$ cat src/rtl/inv_mix_columns_iter.sv
// Iterative AES InvMixColumns engine: one 32-bit column per cycle behind valid/ready handshakes.
// Optional macro INV_MIX_PARALLEL_EN instantiates four column units and finishes in one BUSY cycle.
module inv_mix_columns_iter #(
  parameter int         NCOL   = 4,
  parameter logic [1:0] AES192 = 2'h2,
  parameter logic [1:0] AES256 = 2'h3
) (
  input  logic         clk,
  input  logic         rst_n,
  input  logic [127:0] S,
  input  logic [4:0]   round,
  input  logic [1:0]   mode,
  input  logic         in_valid,
  output logic         in_ready,
  output logic [127:0] S_,
  output logic         out_valid,
  input  logic         out_ready
);

  localparam int CW = 128 / NCOL;

  typedef enum logic [1:0] {IDLE = 2'd0, BUSY = 2'd1, BYPASS = 2'd2, DONE = 2'd3} state_t;

  function automatic logic [7:0] xtime(input logic [7:0] x);
    return {x[6:0], 1'b0} ^ (x[7] ? 8'h1B : 8'h00);
  endfunction

  function automatic logic [CW-1:0] inv_col(input logic [CW-1:0] c);
    logic [7:0] a  [4];
    logic [7:0] x2 [4];
    logic [7:0] x4 [4];
    logic [7:0] x8 [4];
    logic [7:0] m9 [4];
    logic [7:0] mb [4];
    logic [7:0] md [4];
    logic [7:0] me [4];
    logic [CW-1:0] r;
    for (int i = 0; i < 4; i++) begin
      a[i]  = c[CW-1-8*i -: 8];
      x2[i] = xtime(a[i]);
      x4[i] = xtime(x2[i]);
      x8[i] = xtime(x4[i]);
      m9[i] = x8[i] ^ a[i];
      mb[i] = x8[i] ^ x2[i] ^ a[i];
      md[i] = x8[i] ^ x4[i] ^ a[i];
      me[i] = x8[i] ^ x4[i] ^ x2[i];
    end
    r = '0;
    for (int i = 0; i < 4; i++) begin
      r[CW-1-8*i -: 8] = me[i] ^ mb[(i + 1) % 4] ^ md[(i + 2) % 4] ^ m9[(i + 3) % 4];
    end
    return r;
  endfunction

  state_t         state_q, state_d;
  logic [127:0]   work_q, work_d;
  logic [127:0]   s_out_q, s_out_d;
  logic           out_valid_q, out_valid_d;
  logic           bypass_hit_s;
`ifndef INV_MIX_PARALLEL_EN
  logic [1:0]     col_q, col_d;
  logic [CW-1:0]  col_sel_s;
  logic [127:0]   work_nx_s;
`endif

  assign in_ready  = (state_q == IDLE);
  assign S_        = s_out_q;
  assign out_valid = out_valid_q;

  // Bypass decision taken on the round/mode values present at the acceptance edge.
  always_comb begin
    if (mode == AES192) begin
      bypass_hit_s = (round == 5'h0E);
    end else if (mode == AES256) begin
      bypass_hit_s = (round == 5'h10);
    end else begin
      bypass_hit_s = (round == 5'h0C);
    end
  end

`ifndef INV_MIX_PARALLEL_EN
  // Shared column unit: select column col_q, transform it, splice it back.
  always_comb begin
    work_nx_s = work_q;
    case (col_q)
      2'd0:    col_sel_s = work_q[127:96];
      2'd1:    col_sel_s = work_q[95:64];
      2'd2:    col_sel_s = work_q[63:32];
      2'd3:    col_sel_s = work_q[31:0];
      default: col_sel_s = work_q[127:96];
    endcase
    case (col_q)
      2'd0:    work_nx_s[127:96] = inv_col(col_sel_s);
      2'd1:    work_nx_s[95:64]  = inv_col(col_sel_s);
      2'd2:    work_nx_s[63:32]  = inv_col(col_sel_s);
      2'd3:    work_nx_s[31:0]   = inv_col(col_sel_s);
      default: work_nx_s         = work_q;
    endcase
  end
`endif

  // Next-state and datapath control.
  always_comb begin
    state_d = state_q;
    work_d  = work_q;
    s_out_d = s_out_q;
`ifndef INV_MIX_PARALLEL_EN
    col_d   = col_q;
`endif
    case (state_q)
      IDLE: begin
        if (in_valid) begin
          work_d = S;
          if (bypass_hit_s) begin
            state_d = BYPASS;
          end else begin
            state_d = BUSY;
`ifndef INV_MIX_PARALLEL_EN
            col_d   = 2'd0;
`endif
          end
        end else begin
          state_d = IDLE;
        end
      end
      BUSY: begin
`ifdef INV_MIX_PARALLEL_EN
        work_d  = {inv_col(work_q[127:96]), inv_col(work_q[95:64]),
                   inv_col(work_q[63:32]),  inv_col(work_q[31:0])};
        s_out_d = work_d;
        state_d = DONE;
`else
        work_d = work_nx_s;
        col_d  = col_q + 2'd1;
        if (col_q == 2'd3) begin
          s_out_d = work_nx_s;
          state_d = DONE;
        end else begin
          state_d = BUSY;
        end
`endif
      end
      BYPASS: begin
        s_out_d = work_q;
        state_d = DONE;
      end
      DONE: begin
        if (out_ready) begin
          state_d = IDLE;
        end else begin
          state_d = DONE;
        end
      end
      default: state_d = IDLE;
    endcase
    out_valid_d = (state_d == DONE);
  end

  // State registers with synchronous active-low reset.
  always_ff @(posedge clk) begin
    if (!rst_n) begin
      state_q     <= IDLE;
      work_q      <= 128'h0;
      s_out_q     <= 128'h0;
      out_valid_q <= 1'b0;
`ifndef INV_MIX_PARALLEL_EN
      col_q       <= 2'd0;
`endif
    end else begin
      state_q     <= state_d;
      work_q      <= work_d;
      s_out_q     <= s_out_d;
      out_valid_q <= out_valid_d;
`ifndef INV_MIX_PARALLEL_EN
      col_q       <= col_d;
`endif
    end
  end

endmodule

$ cat config.mk
export PLATFORM = sky130hd
export DESIGN_NAME = inv_mix_columns_iter
export DESIGN_NICKNAME = d
export VERILOG_FILES = /design/src/rtl/inv_mix_columns_iter.sv
export SDC_FILE = /design/constraint.sdc
export NUM_CORES = 1
export LEC_CHECK = 0
export BUFFER_PORTS_ARGS = -buffer_cell sky130_fd_sc_hd__clkbuf_2
export CELL_PAD_IN_SITES_DETAIL_PLACEMENT = 0
export CELL_PAD_IN_SITES_GLOBAL_PLACEMENT = 1
export CORE_MARGIN = 4
export CORE_UTILIZATION = 42
export CTS_CLUSTER_SIZE = 25
export DETAILED_ROUTE_END_ITERATION = 6
export PLACE_DENSITY_LB_ADDON = 0.2
export SLEW_MARGIN = 10
export SYNTH_ARGS = -nofsm -noshare
export SYNTH_HDL_FRONTEND = slang
export SYNTH_SLANG_ARGS = --single-unit
$ cat constraint.sdc
create_clock -name clk -period 4.1 [get_ports clk]
set_input_delay 0.82 -clock clk [delete_from_list [all_inputs] [get_ports clk]]
set_output_delay 0.82 -clock clk [all_outputs]
set_load 0.005 [all_outputs]
==> impl_metrics.env, run 1 <==
export IMPL_yosysSeqAreaShare=0.356
export IMPL_post_route_drc_count=6
export IMPL_antenna_found_initial=1
export IMPL_die_width_um=195
export IMPL_drt_total_wl_um=71400
export IMPL_drv_cap=0
export IMPL_via_count=15481
export IMPL_post_route_period_util=0.975
export IMPL_hold_viol=0
export IMPL_cts_max_path_buffers=3
export IMPL_drive_gt1_frac=0.233
export IMPL_worstPathArrival_ps=4490
export IMPL_synth_top_family_by_area="compound AO/OA/AOI/OAI gates"
export IMPL_clock_skew_ps=18.2
export IMPL_ant_nets=0
export IMPL_status="finished, violations left"
export IMPL_synth_mux_area_frac=0.0130
export IMPL_synth_xor_area_frac=0.183
export IMPL_max_freq_mhz=250
export IMPL_grt_ovfl_total=0
export IMPL_cts_buffers=30
export IMPL_portBuffers=268
export IMPL_synthFlopType="dfxtp_1"
export IMPL_min_to="S_[12]"
export IMPL_startpoint_type="flop"
export IMPL_rsz0062_at_grt="yes"
export IMPL_num_io_pins=269
export IMPL_cp_slowest_cell="xor3_1"
export IMPL_rrSetupSlack_ps=100
export IMPL_viasPerCell=6.31
export IMPL_setup_viol=0
export IMPL_synth_area_leaders="dfxtp_1 36%, xnor2_1 10%, a22oi_1 4.8%"
export IMPL_cp_end_kind="flop"
export IMPL_hp_class="flop to flop"
export IMPL_grt_usage=0.360
export IMPL_worst_pin_slew_ps=1190
export IMPL_crit_type="flop to flop"
export IMPL_synth_edf_count=0
export IMPL_crit_buf_inv=2
export IMPL_synth_cell_types=54
export IMPL_finalCriticalPeriod_ps=4000
export IMPL_placed_cells=2404
export IMPL_cts_root_buf="clkbuf_16"
export IMPL_hold_depth=2
export IMPL_ys_async_sr_fraction=0
export IMPL_clk_latency_ps=580
export IMPL_synth_compound_area_frac=0.280
export IMPL_diodes=0
export IMPL_violations="DRC"
export IMPL_clk_pin_slew_worst_paths_ps=60
export IMPL_htreeDepth=1
export IMPL_synthToLayoutAreaGrowth_pct=22.4
export IMPL_grt_pass1_vias=14927
export IMPL_synth_most_common_cell="dfxtp_1"
export IMPL_ys_warn_count=0
export IMPL_initial_core_util=0.425
export IMPL_dp_hpwl_um=52600
export IMPL_ff2ff_path_depth=11
export IMPL_syn_nets=1872
export IMPL_die_area_mm2=0.0380
export IMPL_dr_first_iter_drc_count=1972
export IMPL_n_fill_cell=3377
export IMPL_synth_simple_gate_area_frac=0.114
export IMPL_yosys_area_top_type="dfxtp_1"
export IMPL_reg2reg_from="col_q[1]"
export IMPL_grt_start_max_net_pins=97
export IMPL_grt_pass1_wl_um=105000
export IMPL_post_drt_wl_per_cell_um=29.1
export IMPL_cts_tree="done"
export IMPL_hp_start="S_[12]"
export IMPL_place_gp_congestion=0.996
export IMPL_dieHeight_um=195
export IMPL_crit_family="XOR/XNOR gates"
export IMPL_critPathMaxStageDelay_ps=680
export IMPL_yosys_top_cells_count="261 x dfxtp_1, 169 x xnor2_1, 153 x nand2_1"
export IMPL_synth_fa_ha_area_frac=0.00426
export IMPL_synth_top_cell_area_share=0.356
export IMPL_syn_avg_cell_area_um2=8.50
export IMPL_synthCells=1728
export IMPL_netlist_area_mm2=0.0147
export IMPL_cp_max_fo=40
export IMPL_cp_cell_sequence="inv_1 -> ha_1 -> buf_12 -> a222oi_1 -> xnor2_2 -> xnor3_1 -> o21ai_0 -> xor2_1 -> xor3_1 -> or2_1 -> a31oi_1"
export IMPL_cts_sinks=261
export IMPL_drv_slew=0
export IMPL_first_pass_iters=7
export IMPL_critPathRequiredTime_ps=4600
export IMPL_maxSlewHeadroom=0.204
export IMPL_fp_coreArea_mm2=0.0345
export IMPL_instances_no_fill=2454
export IMPL_r2r_end="S_[19]"
export IMPL_ys_seq_elements=261
export IMPL_nNetsFinal=2127
export IMPL_num_rows=68
## cells in the final DEF (no fill, tap or decap), drive strengths merged, types with 3 or more instances in the layout
master,count
clkbuf,308
dfxtp,261
xnor2,174
nand2,153
a21oi,138
buf,130
nor2,123
o21ai,104
a22oi,93
xor2,76
o22ai,75
o221ai,64
a222oi,62
nor2b,43
and2,20
xnor3,19
mux2i,18
inv,16
a21boi,16
a221oi,11
nand3,11
and3,9
a31oi,9
o21a,7
or2,7
a22o,6
a2bb2oi,6
nand2b,6
a21o,5
ha,5
clkinv,4
nor3,3
bufinv,3
## routing by layer
metal	global-route usage	vias to the layer above	routed length (µm)
met5	0	-	0
met4	0.113	0	2460
met3	0.0518	146	6460
met2	0.574	960	32700
met1	0.505	7577	29900
li1	-	6798	-
## final cells by class
type                            count  area (µm²)  share of cell area
Clock buffer                       41         812              0.0452
Inverter                           17        65.1             0.00362
Clock inverter                      7         124             0.00689
Timing Repair Buffer              397        2400               0.134
Sequential cell                   261        5230               0.291
Multi-Input combinational cell   1276        8780               0.488
Tap cell                          455         569              0.0317
## through the flow
step	cell area [µm²]	worst slack [ps]	hold slack, ps	setup TNS [ps]	utilization
after floorplan	14700	496	458	0	-
after global placement	17000	91.2	481	0	0.492
after detailed placement	17000	35.5	488	0	0.492
after CTS	17900	16.5	504	0	0.519
after global routing	18000	-33.6	517	-33.6	0.520
final	18000	103	502	0	0.520
## repair_timing
item                                    in CTS  in global routing
gates resized for setup                      0                  4
hold buffers                                 0                  0
buffers inserted                             0                  2
hold endpoints to repair                     0                  0
endpoints found under the setup margin       0                 28
## state kept, by name, indices dropped and copies added, names as in the netlist
name       count
col_q          2
S_           128
work_q       128
out_valid      1
state_q        2
## worst max-delay path by stage
stage	start	endpoint	slack, ps	depth (start not counted)
after floorplan	col_q[0]	S_[19]	500	11
after global placement	col_q[0]	S_[37]	90	14
after detailed placement	col_q[1]	S_[19]	40	11
after CTS	col_q[1]	S_[19]	20	11
after global routing	col_q[1]	S_[22]	-30	13
final	col_q[1]	S_[19]	100	11
## kinds of logic after synthesis
logic type                 count (synthesis)
and+or+nand+nor                          379
buffers and inverters                    191
muxes                                     19
xor gates and xnor gates                 270
DFF                                      261
AOI/OAI and AO/OA                        603
adders and majority gates                  5
## worst min-delay path, stage by stage (launching register included)
cell,delay [ps]
dfxtp_1,320
nand3_1,60
a31oi_1,70
Power of run 1 is not shown: default switching activity piles up to over one toggle a cycle in this logic, so the estimate is an artifact.
==> run 2: changes to the inputs <==
--- a/config.mk
+++ b/config.mk
@@ -5,11 +5,13 @@
 export SDC_FILE = /design/constraint.sdc
 export NUM_CORES = 1
 export LEC_CHECK = 0
+export ABC_CLOCK_PERIOD_IN_PS = 4100
 export BUFFER_PORTS_ARGS = -buffer_cell sky130_fd_sc_hd__clkbuf_2
 export CELL_PAD_IN_SITES_DETAIL_PLACEMENT = 0
 export CELL_PAD_IN_SITES_GLOBAL_PLACEMENT = 1
 export CORE_MARGIN = 4
-export CORE_UTILIZATION = 42
+export CORE_UTILIZATION = 43
+export CTS_BUF_LIST = sky130_fd_sc_hd__clkbuf_4 sky130_fd_sc_hd__clkbuf_8
 export CTS_CLUSTER_SIZE = 25
 export DETAILED_ROUTE_END_ITERATION = 6
 export PLACE_DENSITY_LB_ADDON = 0.2
==> run 2 against run 1 <==
The flow still finishes with violations (DRC). First-iteration DRC count increased by 5.4%. Critical path type unchanged. Worst hold slack got worse by 5.9 ps. Utilization increased by 1.1 points. Global-route usage increased by 0.19 points. Clock skew increased by 14 ps. Non-clock buffer count decreased by 9. Highest routed layer unchanged. Flip-flop and latch count unchanged. Cell count increased by 0.41%.
==> impl_metrics.env, run 2 (synthesis results as in run 1) <==
export IMPL_grt_start_max_net_pins=122
export IMPL_worst_pin_slew_ps=1230
export IMPL_setup_viol=0
export IMPL_cts_max_path_buffers=3
export IMPL_rrSetupSlack_ps=100
export IMPL_hold_depth=2
export IMPL_grt_pass1_vias=14510
export IMPL_nNetsFinal=2133
export IMPL_initial_core_util=0.437
export IMPL_post_route_drc_count=12
export IMPL_n_fill_cell=3247
export IMPL_whs_ps=496
export IMPL_ff2ff_path_depth=12
export IMPL_viasPerCell=6.31
export IMPL_via_count=15538
export IMPL_cts_buffers=45
export IMPL_r2r_end="work_q[52]"
export IMPL_antenna_found_initial=1
export IMPL_violations="DRC"
export IMPL_hp_class="flop to flop"
export IMPL_num_rows=67
export IMPL_rsz0062_at_grt="no"
export IMPL_drt_total_wl_um=70000
export IMPL_maxSlewHeadroom=0.173
export IMPL_worstPathArrival_ps=4500
export IMPL_critPathRequiredTime_ps=4600
export IMPL_clk_pin_slew_worst_paths_ps=60
export IMPL_hp_start="S_[22]"
export IMPL_cp_end_kind="flop"
export IMPL_diodes=0
export IMPL_final_cell_mix="267 x clkbuf_2, 261 x dfxtp_1, 167 x xnor2_1"
export IMPL_finalCriticalPeriod_ps=4000
export IMPL_clk_latency_ps=610
export IMPL_placed_cell_area_mm2=0.0169
export IMPL_dieHeight_um=193
export IMPL_cp_max_fo=17
export IMPL_startpoint_type="flop"
export IMPL_die_area_mm2=0.0372
export IMPL_cts_hold_fix_buffers=0
export IMPL_min_to="S_[22]"
export IMPL_num_io_pins=269
export IMPL_clock_skew_ps=32.5
export IMPL_cts_tree="done"
export IMPL_max_freq_mhz=250
export IMPL_post_drt_wl_per_cell_um=28.4
export IMPL_fp_coreArea_mm2=0.0336
export IMPL_cts_root_buf="clkbuf_8"
export IMPL_grt_pass1_wl_um=99700
export IMPL_reg2reg_from="col_q[1]"
export IMPL_dp_hpwl_um=50700
export IMPL_layout_commonest_cell="clkbuf_2"
export IMPL_htreeDepth=2
export IMPL_crit_type="flop to flop"
export IMPL_drive_gt1_frac=0.244
export IMPL_die_width_um=193
export IMPL_place_gp_congestion=1.00
export IMPL_first_pass_iters=7
export IMPL_hold_viol=0
export IMPL_grt_ovfl_total=0
export IMPL_finalSetupTns_ps=0
export IMPL_dr_first_iter_drc_count=2079
export IMPL_grt_usage=0.362
export IMPL_post_route_period_util=0.976
export IMPL_drv_cap=0
export IMPL_drv_slew=0
export IMPL_portBuffers=268
export IMPL_fin_area_mm2=0.0179
export IMPL_synthToLayoutAreaGrowth_pct=21.7
export IMPL_cts_sinks=261
export IMPL_ant_nets=0
export IMPL_status="finished, violations left"
[run 2: cell types whose count changed in the layout (fill, tap and decap cells not counted), sizes merged]
| cell | before | now |
|---|---|---|
| clkbuf | 308 | 336 |
| inv | 16 | 17 |
| bufinv | 3 | 1 |
| buf | 130 | 121 |
| clkinvlp | 1 | 0 |
[run 2: layout make-up]
type / count / area, µm² / area share
multi-input cells: 1276 / 8770 / 0.491
flip-flops and latches: 261 / 5230 / 0.293
clock inverters: 5 / 65.1 / 0.00364
clock buffers: 69 / 837 / 0.0469
repair buffers: 388 / 2330 / 0.131
inverters: 17 / 65.1 / 0.00364
well taps: 448 / 561 / 0.0314
[run 2: through the flow]
| stage | setup slack (ps) | cells | util |
|---|---|---|---|
| 6_report | 99.8 | 2464 | 0.531 |
| 3_5_place_dp | 147 | 2389 | 0.503 |
| 4_1_cts | 132 | 2463 | 0.530 |
| 2_1_floorplan | 496 | 1728 | - |
| 3_3_place_gp | 166 | 2389 | 0.503 |
| 5_1_grt | 10.2 | 2464 | 0.531 |
[run 2: critical path, stage by stage, from the launching register on]
cell	delay (ps)
dfxtp_1	360
inv_1	100
ha_1	230
buf_4	210
a222oi_1	720
buf_4	270
xor2_1	180
a21oi_1	140
xnor2_1	360
xnor3_1	560
xnor2_4	380
o221ai_1	190
and2_1	180
[run 2: worst max path at each step]
stage                        start  cells after the start  slack [ps]    endpoint
after floorplan           col_q[0]                     11         500      S_[19]
after global placement    col_q[0]                     12         170  work_q[52]
after global routing      col_q[0]                     12          10  work_q[84]
after detailed placement  col_q[1]                     12         150  work_q[84]
final                     col_q[1]                     12         100  work_q[52]
after CTS                 col_q[0]                     11         130      S_[19]
[run 2: per-layer routing]
metal,vias to the layer above,routed length [µm],global-route usage,share of wire
li1,6817,-,-,-
met1,7549,29000,0.502,0.41
met2,1019,31500,0.562,0.45
met3,153,6860,0.0695,0.098
met4,0,2690,0.127,0.038
met5,-,0,0,0
[run 2: timing repair]
action / CTS / global route
gates resized for setup: 0 / 5
setup buffers: 0 / 1
setup endpoints to repair: 0 / 29
Power of run 2 is left out for the same reason.
==> run 3: changes to the inputs <==
--- a/config.mk
+++ b/config.mk
@@ -15,6 +15,7 @@
 export CTS_CLUSTER_SIZE = 25
 export DETAILED_ROUTE_END_ITERATION = 6
 export PLACE_DENSITY_LB_ADDON = 0.2
+export SETUP_SLACK_MARGIN = 0.3
 export SLEW_MARGIN = 10
 export SYNTH_ARGS = -nofsm -noshare
 export SYNTH_HDL_FRONTEND = slang
==> constraint.sdc (replaced) <==
create_clock -name clk -period 4.1 [get_ports clk]
set_input_delay 0.205 -clock clk [delete_from_list [all_inputs] [get_ports clk]]
set_output_delay 0.205 -clock clk [all_outputs]
set_load 0.005 [all_outputs]
==> run 3 against run 2 <==
The run still ends with DRC left. Non-clock buffer count is 120 higher. Register-to-register slack improved by 300 ps. Die area unchanged. Critical path depth increased by 3. Wire length grew 1.0%. Worst hold slack got worse by 470 ps. Worst setup slack improved by 300 ps. First-iteration DRC count up 6.2%. Clock skew is 2.0 ps lower. Critical path type unchanged. Largest cell class unchanged. Highest routed layer unchanged.
==> impl_metrics.env, run 3 (synthesis results as in run 1) <==
export IMPL_status="finished, violations left"
export IMPL_violations="DRC"
export IMPL_fp_coreArea_mm2=0.0336
export IMPL_worstSetupStartpoint="col_q[1]"
export IMPL_drv_slew=0
export IMPL_post_route_period_util=0.902
export IMPL_initial_core_util=0.437
export IMPL_layout_setup_ws_ps=400
export IMPL_grt_pass1_vias=15297
export IMPL_grt_pass1_wl_um=103000
export IMPL_worstPathArrival_ps=4200
export IMPL_grt_start_max_net_pins=95
export IMPL_crit_path_frequent_cell="buf_4"
export IMPL_crit_family="buffers and inverters"
export IMPL_worst_pin_slew_ps=1100
export IMPL_multi_input_area_mm2=0.00900
export IMPL_drv_cap=0
export IMPL_die_width_um=193
export IMPL_startpoint_type="flop"
export IMPL_nNetsFinal=2254
export IMPL_cp_end_kind="flop"
export IMPL_n_fill_cell=3115
export IMPL_clock_skew_ps=30.5
export IMPL_place_gp_congestion=0.981
export IMPL_post_route_drc_count=11
export IMPL_num_rows=67
export IMPL_cp_max_fo=17
export IMPL_first_pass_iters=7
export IMPL_crit_type="flop to flop"
export IMPL_drive_gt1_frac=0.265
export IMPL_maxSlewHeadroom=0.262
export IMPL_cts_tree="done"
export IMPL_critPathRequiredTime_ps=4600
export IMPL_die_area_mm2=0.0372
export IMPL_reg2reg_from="col_q[1]"
export IMPL_rrSetupSlack_ps=400
export IMPL_cp_cell_sequence="inv_2 -> ha_4 -> buf_8 -> a222oi_1 -> buf_4 -> buf_4 -> xor2_1 -> a21oi_2 -> buf_4 -> xnor2_1 -> xnor2_1 -> xnor2_2 -> buf_4 -> clkinvlp_4 -> o22ai_1"
export IMPL_num_io_pins=269
export IMPL_portBuffers=268
export IMPL_hold_viol=0
export IMPL_final_util=0.577
export IMPL_setup_viol=0
export IMPL_dp_hpwl_um=50700
export IMPL_hp_start="S[80]"
export IMPL_htreeDepth=2
export IMPL_via_count=16100
export IMPL_placed_cell_area_mm2=0.0169
export IMPL_grt_ovfl_total=0
export IMPL_dieHeight_um=193
export IMPL_dp_worst_setup_slack_ps=-224
export IMPL_clk_pin_slew_worst_paths_ps=70
export IMPL_layout_commonest_cell="clkbuf_2"
export IMPL_viasPerCell=6.20
export IMPL_regArea_mm2=0.00523
export IMPL_finalCriticalPeriod_ps=3700
export IMPL_dr_first_iter_drc_count=2208
export IMPL_cts_max_path_buffers=3
export IMPL_grt_usage=0.370
export IMPL_ant_nets=0
export IMPL_antenna_found_initial=0
export IMPL_cts_buffers=46
export IMPL_instances_no_fill=2597
export IMPL_final_cell_mix="267 x clkbuf_2, 259 x dfxtp_1, 153 x nand2_1"
export IMPL_placed_cells=2394
export IMPL_cp_slowest_cell="a222oi_1"
export IMPL_crit_buf_inv=7
export IMPL_hp_class="primary input to flop"
export IMPL_rsz0062_at_grt="no"
export IMPL_synthToLayoutAreaGrowth_pct=32.2
export IMPL_critPathMaxStageDelay_ps=600
export IMPL_clk_latency_ps=600
export IMPL_fin_area_mm2=0.0194
export IMPL_cts_root_buf="clkbuf_8"
export IMPL_post_drt_wl_per_cell_um=27.2
export IMPL_cts_sinks=261
export IMPL_max_freq_mhz=270
export IMPL_drt_total_wl_um=70700
[run 3: what timing repair did]
action | 4_1_cts | 5_1_grt
endpoints found under the setup margin | 159 | 170
resized for setup | 18 | 31
setup buffers | 11 | 17
pin swaps | 15 | 20
hold buffers | 88 | 0
hold endpoints to repair | 88 | 0
[run 3: per-stage QoR]
| step | setup TNS, ps | hold slack, ps |
|---|---|---|
| after CTS | 0 | 6.39 |
| after detailed placement | -2050 | 484 |
| after global routing | 0 | 34.4 |
| after global placement | -763 | 481 |
| after floorplan | 0 | 387 |
| final | 0 | 21.3 |
[run 3: cell type report]
| class | instances | area share |
|---|---|---|
| diodes | 1 | 0.000129 |
| clock buffers | 79 | 0.0496 |
| clock inverters | 7 | 0.00400 |
| inverters | 17 | 0.00355 |
| multi-input cells | 1276 | 0.464 |
| flip-flops and latches | 261 | 0.270 |
| well taps | 448 | 0.0289 |
| repair buffers | 508 | 0.180 |
[run 3: worst min-delay path, cell delays in order]
cell      delay [ps]
clkbuf_2          90
a21oi_1           50
nor2_1            90
a221oi_1          50
nor2b_1          100
[run 3: path summary, 6_finish.rpt]
check | end | depth (start not counted)
worst max register to register | S_[37] | 15
worst min-delay path | work_q[80] | 5
worst max-delay path | S_[37] | 15
worst min register to register | S_[29] | 2
[run 3: routing by layer]
metal	share of wire	vias up	GRT usage
met4	0.040	0	0.139
met5	0	-	0
met2	0.45	1066	0.568
li1	-	7075	-
met3	0.11	168	0.0633
met1	0.40	7791	0.520
Power of run 3 is left out for the same reason.
